===== src/rtl/ofmap_collector_if.sv =====
// ---------------------------------------------------------------------------
// ofmap_collector_if
// Bundles the result handshake, frame control, read port and status signals
// of the output-feature-map collector.
//   master : producer / reader side (drives frame_start, res_*, rd_en/rd_addr)
//   slave  : the collector (drives res_ready, rd_data/rd_valid, status)
// Signals:
//   frame_start  1  one-cycle pulse: clear buffer, begin a frame
//   res_valid    1  convolution result present on res_data
//   res_data    16  signed convolution result
//   res_ready    1  collector accepts res_data this cycle
//   rd_en        1  read request
//   rd_addr      4  read address
//   rd_data      8  registered read data
//   rd_valid     1  rd_data valid
//   frame_done   1  all results of the frame are stored (level)
//   wr_count     4  results accepted in the current frame
//   drop_err     1  sticky: result offered while not collecting
// ---------------------------------------------------------------------------
interface ofmap_collector_if;
    logic        frame_start;
    logic        res_valid;
    logic [15:0] res_data;
    logic        res_ready;
    logic        rd_en;
    logic [3:0]  rd_addr;
    logic [7:0]  rd_data;
    logic        rd_valid;
    logic        frame_done;
    logic [3:0]  wr_count;
    logic        drop_err;

    modport master (
        output frame_start, res_valid, res_data, rd_en, rd_addr,
        input  res_ready, rd_data, rd_valid, frame_done, wr_count, drop_err
    );

    modport slave (
        input  frame_start, res_valid, res_data, rd_en, rd_addr,
        output res_ready, rd_data, rd_valid, frame_done, wr_count, drop_err
    );
endinterface


===== src/rtl/ofmap_collector.sv =====
// ---------------------------------------------------------------------------
// ofmap_collector
// Collects OUT_N convolution results of one frame into a small buffer,
// quantizing each 16-bit signed result to 8 bits, and serves registered
// random reads of the buffer.
// Parameters:
//   OUT_N  results per frame (1..15, wr_count/rd_addr are 4 bits)
//   SHIFT  arithmetic right shift applied before saturation
// Ports:
//   clk    rising-edge clock
//   reset  synchronous, active-high reset (overrides everything)
//   bus    ofmap_collector_if.slave (handshake, read port, status)
// Build option:
//   OFMAP_RELU_EN  defined   -> clamp to unsigned 0..255 (ReLU)
//                  undefined -> saturate to signed -128..127
// ---------------------------------------------------------------------------
module ofmap_collector #(
    parameter int unsigned OUT_N = 9,
    parameter int unsigned SHIFT = 0
) (
    input logic              clk,
    input logic              reset,
    ofmap_collector_if.slave bus
);
    typedef enum logic [1:0] {
        ST_IDLE    = 2'd0,
        ST_COLLECT = 2'd1,
        ST_DONE    = 2'd2
    } state_t;

    localparam logic [3:0] OUT_N_W  = 4'(OUT_N);
    localparam logic [3:0] LAST_IDX = 4'(OUT_N - 1);

    state_t      state_r;
    state_t      state_next_s;
    logic        res_ready_s;
    logic        accept_s;
    logic        drop_s;
    logic [3:0]  wr_count_r;
    logic        drop_err_r;
    logic [7:0]  rd_data_r;
    logic        rd_valid_r;
    logic [7:0]  mem_r [OUT_N];

    // Shift then clamp a raw result to the 8-bit stored format.
    function automatic logic [7:0] quantize(input logic signed [15:0] raw);
        logic signed [15:0] shifted;
        logic [7:0]         q;
        shifted = raw >>> SHIFT;
`ifdef OFMAP_RELU_EN
        if (shifted < 16'sd0) begin
            q = 8'd0;
        end else if (shifted > 16'sd255) begin
            q = 8'd255;
        end else begin
            q = shifted[7:0];
        end
`else
        if (shifted < -16'sd128) begin
            q = 8'h80;
        end else if (shifted > 16'sd127) begin
            q = 8'h7F;
        end else begin
            q = shifted[7:0];
        end
`endif
        return q;
    endfunction

    // State register.
    always_ff @(posedge clk) begin
        if (reset) begin
            state_r <= ST_IDLE;
        end else begin
            state_r <= state_next_s;
        end
    end

    // Next-state decode and handshake qualifiers; frame_start always wins.
    always_comb begin
        state_next_s = state_r;
        res_ready_s  = 1'b0;
        accept_s     = 1'b0;
        drop_s       = 1'b0;
        case (state_r)
            ST_IDLE, ST_DONE: begin
                if (bus.frame_start) begin
                    state_next_s = ST_COLLECT;
                end else begin
                    drop_s = bus.res_valid;
                end
            end
            ST_COLLECT: begin
                if (bus.frame_start) begin
                    state_next_s = ST_COLLECT;
                end else begin
                    res_ready_s = 1'b1;
                    accept_s    = bus.res_valid;
                    if (bus.res_valid && (wr_count_r == LAST_IDX)) begin
                        state_next_s = ST_DONE;
                    end else begin
                        state_next_s = ST_COLLECT;
                    end
                end
            end
            default: begin
                state_next_s = ST_IDLE;
            end
        endcase
    end

    // Buffer, write counter, sticky drop flag and registered read port.
    // Accepts only happen in COLLECT where wr_count < OUT_N, so the counter
    // saturates at OUT_N without an explicit compare.
    always_ff @(posedge clk) begin
        if (reset) begin
            wr_count_r <= 4'd0;
            drop_err_r <= 1'b0;
            rd_data_r  <= 8'd0;
            rd_valid_r <= 1'b0;
            for (int i = 0; i < OUT_N; i++) begin
                mem_r[i] <= 8'd0;
            end
        end else begin
            rd_valid_r <= bus.rd_en;
            // Reads see the pre-edge buffer, so a same-cycle write returns old data.
            if (bus.rd_en) begin
                rd_data_r <= (bus.rd_addr < OUT_N_W) ? mem_r[bus.rd_addr] : 8'd0;
            end else begin
                rd_data_r <= rd_data_r;
            end
            if (bus.frame_start) begin
                wr_count_r <= 4'd0;
                drop_err_r <= 1'b0;
                for (int i = 0; i < OUT_N; i++) begin
                    mem_r[i] <= 8'd0;
                end
            end else begin
                if (accept_s) begin
                    mem_r[wr_count_r] <= quantize($signed(bus.res_data));
                    wr_count_r        <= wr_count_r + 4'd1;
                end else begin
                    wr_count_r <= wr_count_r;
                end
                if (drop_s) begin
                    drop_err_r <= 1'b1;
                end else begin
                    drop_err_r <= drop_err_r;
                end
            end
        end
    end

    assign bus.res_ready  = res_ready_s;
    assign bus.rd_data    = rd_data_r;
    assign bus.rd_valid   = rd_valid_r;
    assign bus.frame_done = (state_r == ST_DONE);
    assign bus.wr_count   = wr_count_r;
    assign bus.drop_err   = drop_err_r;

endmodule


===== src/flat_wrapper.sv =====
// flat-port wrapper written by rule: the top's interface ports become plain ports
module ofmap_collector_flat 
#(
    parameter int unsigned OUT_N = 9,
    parameter int unsigned SHIFT = 0
)
  (clk, reset, bus_frame_start, bus_res_valid, bus_res_data, bus_rd_en, bus_rd_addr, bus_res_ready, bus_rd_data, bus_rd_valid, bus_frame_done, bus_wr_count, bus_drop_err);
  ofmap_collector_if bus_i ();
  input logic clk;
  input logic reset;
  input wire logic [$bits(bus_i.frame_start)-1:0] bus_frame_start;
  input wire logic [$bits(bus_i.res_valid)-1:0] bus_res_valid;
  input wire logic [$bits(bus_i.res_data)-1:0] bus_res_data;
  input wire logic [$bits(bus_i.rd_en)-1:0] bus_rd_en;
  input wire logic [$bits(bus_i.rd_addr)-1:0] bus_rd_addr;
  output wire logic [$bits(bus_i.res_ready)-1:0] bus_res_ready;
  output wire logic [$bits(bus_i.rd_data)-1:0] bus_rd_data;
  output wire logic [$bits(bus_i.rd_valid)-1:0] bus_rd_valid;
  output wire logic [$bits(bus_i.frame_done)-1:0] bus_frame_done;
  output wire logic [$bits(bus_i.wr_count)-1:0] bus_wr_count;
  output wire logic [$bits(bus_i.drop_err)-1:0] bus_drop_err;
  assign bus_i.frame_start = bus_frame_start;
  assign bus_i.res_valid = bus_res_valid;
  assign bus_i.res_data = bus_res_data;
  assign bus_i.rd_en = bus_rd_en;
  assign bus_i.rd_addr = bus_rd_addr;
  assign bus_res_ready = bus_i.res_ready;
  assign bus_rd_data = bus_i.rd_data;
  assign bus_rd_valid = bus_i.rd_valid;
  assign bus_frame_done = bus_i.frame_done;
  assign bus_wr_count = bus_i.wr_count;
  assign bus_drop_err = bus_i.drop_err;
  ofmap_collector #(.OUT_N(OUT_N), .SHIFT(SHIFT)) u_core (.clk(clk), .reset(reset), .bus(bus_i));
endmodule

===== config.mk =====
export PLATFORM = sky130hd
export DESIGN_NAME = ofmap_collector_flat
export DESIGN_NICKNAME = d
export VERILOG_FILES = /design/src/rtl/ofmap_collector_if.sv /design/src/rtl/ofmap_collector.sv /design/src/flat_wrapper.sv
export SDC_FILE = /design/constraint.sdc
export NUM_CORES = 1
export LEC_CHECK = 0
export CAP_MARGIN = 20
export CORE_UTILIZATION = 55
export CTS_CLUSTER_DIAMETER = 60
export DETAILED_ROUTE_END_ITERATION = 7
export PLACE_DENSITY = 0.74
export SLEW_MARGIN = 5
export SYNTH_ARGS = -nofsm -noshare
export SYNTH_HDL_FRONTEND = slang
export SYNTH_SLANG_ARGS = --single-unit

===== constraint.sdc =====
create_clock -name clk -period 2.3 [get_ports clk]
set_input_delay 0.345 -clock clk [delete_from_list [all_inputs] [get_ports clk]]
set_output_delay 0.345 -clock clk [all_outputs]
set_load 0.02 [all_outputs]

==> results by group <==
GRT
  • Initial antenna violation count: 0
  • Total grt overflow: 0
  • First-pass GRT wire length: around 13000 um
  • Vias in the first global route: about 2700
  • Largest net degree at the start of global routing: 18
  • Tot GR Track Use: 23.7%

Yosys
  • Most frequent cells after synthesis: nor2_1, edfxtp_1, nand2_1, dfxtp_1, inv_1
  • Synth warn: 0
  • EDFF count, synth: slightly below 80
  • Mapped Area: 0.00420 mm2
  • Synth top area share: a little under three fifths
  • Synth Area in Adders: 1.19%
  • Simple-gate area share of the yosys netlist: 17.9%
  • Top cells by area, synth: edfxtp_1, dfxtp_1, nor2_1
  • Multiplexer area fraction after synthesis: approximately 7.2%
  • Largest family of logic cells by synthesized area: simple AND/OR/NAND/NOR gates
  • Average cell area after synthesis: between 10 and 15 um2
  • Seq cells post-synth: a little over 90
  • Primary FF master, synth: edfxtp_1
  • Asr flop ratio synth: 0%
  • Synth area leader: edfxtp_1
  • Top-count cell post-synth: nor2_1
  • Synth Area in Compound Gates: roughly 7.7%
  • Mapped Nets: 365
  • XOR/XNOR Fraction of Synth Area: less than 1%
  • Synthesized instance count: around 340
  • Cell variety after synth: 39
  • Register area share after synthesis: 62.7%

Floorplanning
  • FP Rows: 31
  • Die Area: 0.00799 mm2
  • Core ar.: approximately 0.0073 mm2
  • DIE WIDTH: 89.4 um
  • Die height: about 89 um
  • Initial core utilization: between 50% and 60%
  • # IOs: about 40

Route
  • Vias per cell: 5.56
  • Drt first pass iters: 4
  • Via Count: 2800
  • Starting DRT DRC Count: around 210
  • Routed Wire Length: 8530 um
  • Residual DRC: 0
  • WL per Instance: between 15 and 20 um
  • Final ANT Viol Nets: 0

STA
  • Worst-margin pin slew: about 0.65 ns
  • F_max: approximately 0.47 GHz
  • Post-route worst setup slack: ~0.19 ns
  • Final min period: between 2 and 2.5 ns
  • Hold slack: between 0.4 and 0.5 ns
  • Setup_tns: 0 ns
  • Final setup fails: 0
  • Unrepaired setup endpoints after global routing: no
  • Period utilisation layout: 91.8%
  • Clock skew: about 0.0093 ns
  • Relative max-transition margin: between 50% and 60%
  • Slew Limit Fails: 0
  • Endpoints failing hold: 0

CTS
  • Post-CTS Hold Fix Bufs: 0
  • Cell at the root of the clock tree: clkbuf_8
  • CTS Buf Count: 9
  • Clock slew at reported path FFs: roughly 0.090 ns
  • Post-CTS sizing: 0
  • Clock sink total: 93
  • CTS tree: done
  • Htree depth: 3
  • Clk Latency, worst-skew pair: around 0.36 ns
  • Post-CTS Setup Repair Bufs: 0
  • CTS max path bufs: 2

Placement
  • PortBufs: 40
  • Setup WS pre-CTS: ~0.044 ns
  • Gp weighted congestion: between 0.8 and 0.9
  • Post-DP HPWL: approximately 6400 um

Finish
  • Reg area: 0.00263 mm2
  • ANT cells: 0
  • Area Growth Syn to Fin: 20.6%
  • Area of the multi-input gates: about 0.0015 mm2
  • Nets: 429
  • Share of cells above drive strength 1: roughly 17%
  • Fillers: roughly 490

Worst setup path
  • Req. time, crit path: 1.96 ns
  • WP data arrival: between 1.5 and 2 ns
  • Crit-path max cell delay: roughly 0.66 ns
  • Cell mode on critical path: clkdlybuf4s50_1
  • Startpoint types: input pin
  • Worst Setup End Kind: output pin
  • Critical-path top delay cell: clkdlybuf4s50_1
  • Crit Path Class: in -> out
  • Critical-path cell list: clkdlybuf4s50_1, nor3b_2, clkdlybuf4s50_1
  • Worst Path Max Fanout: 4

Power and ir drop
  • Total design power: between 3 and 4 mW
  • Peak supply drop: between 300 and 400 uV
  • Leakage: approximately 2.0 nW
  • Pwr dens: 658 mW/mm2

Status
  • Outcome: complete, no violations

Flow run
  • Max_cap viols: 0

Min path
  • Worst min path class: reg -> reg
==> cells in the final DEF, fill, tap and decap left out, types with 6 or more instances in the layout <==
cell type / n
nor2_1: 81
edfxtp_1: 77
clkdlybuf4s50_1: 40
nand2_1: 23
buf_4: 23
dfxtp_1: 16
inv_1: 12
nor2b_1: 11
nand2b_1: 10
clkbuf_8: 10
and3_1: 9
o22ai_2: 7
a2111oi_0: 6
==> state kept, by name, indices dropped and copies added (netlist names) <==
| name | cells |
|---|---|
| u_core.bus.drop_err | 1 |
| u_core.bus.wr_count | 4 |
| u_core.bus.rd_data | 8 |
| u_core.mem_r | 77 |
| u_core.bus.rd_valid | 1 |
| u_core.state_r | 2 |
==> metal layers <==
layer  vias up  routed length, um  track usage (%)
met3        13                456             5.36
met2        95               4280             38.3
li1       1368                  -                -
met4         0                176             11.3
met1      1324               3610             30.6
met5         -                  0                0
==> worst max-delay path, delay by kind of cell <==
family | cells | cell delay [ns]
buf+inv | 2 | 1.13
simple gates | 1 | 0.29
==> path summary, 6_finish.rpt <==
check / startpoint / end / slack, ns / depth (start not counted)
worst max-delay path: bus_frame_start / bus_res_ready / 0.19 / 3
worst min-delay path: u_core.bus.drop_err$_SDFFE_PP0P_ / u_core.bus.drop_err$_SDFFE_PP0P_ / 0.48 / 2
worst max register to register: u_core.state_r[0]$_SDFFE_PP0P_ / u_core.mem_r[8][3]$_SDFFCE_PN0P_ / 0.53 / 4
worst min register to register: u_core.bus.drop_err$_SDFFE_PP0P_ / u_core.bus.drop_err$_SDFFE_PP0P_ / 0.48 / 2
==> kinds of logic after synthesis <==
| logic type | after synthesis |
|---|---|
| simple gates | 155 |
| buf+inv | 24 |
| mux | 18 |
| compound gates | 39 |
| fa+ha+maj | 4 |
| xor+xnor | 3 |
| flops | 93 |
==> report_power, final <==
part | leakage [nW] | total (mW) | switching (mW) | internal, mW
combinational | 0.911 | 0.280 | 0.156 | 0.124
clock | 0.110 | 1.15 | 0.600 | 0.553
sequential | 0.978 | 1.90 | 0.0219 | 1.88
==> cell type report <==
class / instances / share of cell area, %
flip-flops and latches: 93 / 52.0
multi-input cells: 219 / 28.7
repair buffers: 64 / 11.7
clock buffers: 10 / 2.72
well taps: 99 / 2.45
clock inverters: 6 / 1.51
inverters: 13 / 0.963
==> per-stage QoR <==
stage	std cells	instance area (um2)	utilization [%]
floorplan	336	4200	-
finish	504	5070	69.1
CTS	504	5070	69.1
detailed placement	488	4850	66.2
global route	504	5070	69.1
global placement	488	4850	66.2
(Power assumes the default switching activity.)
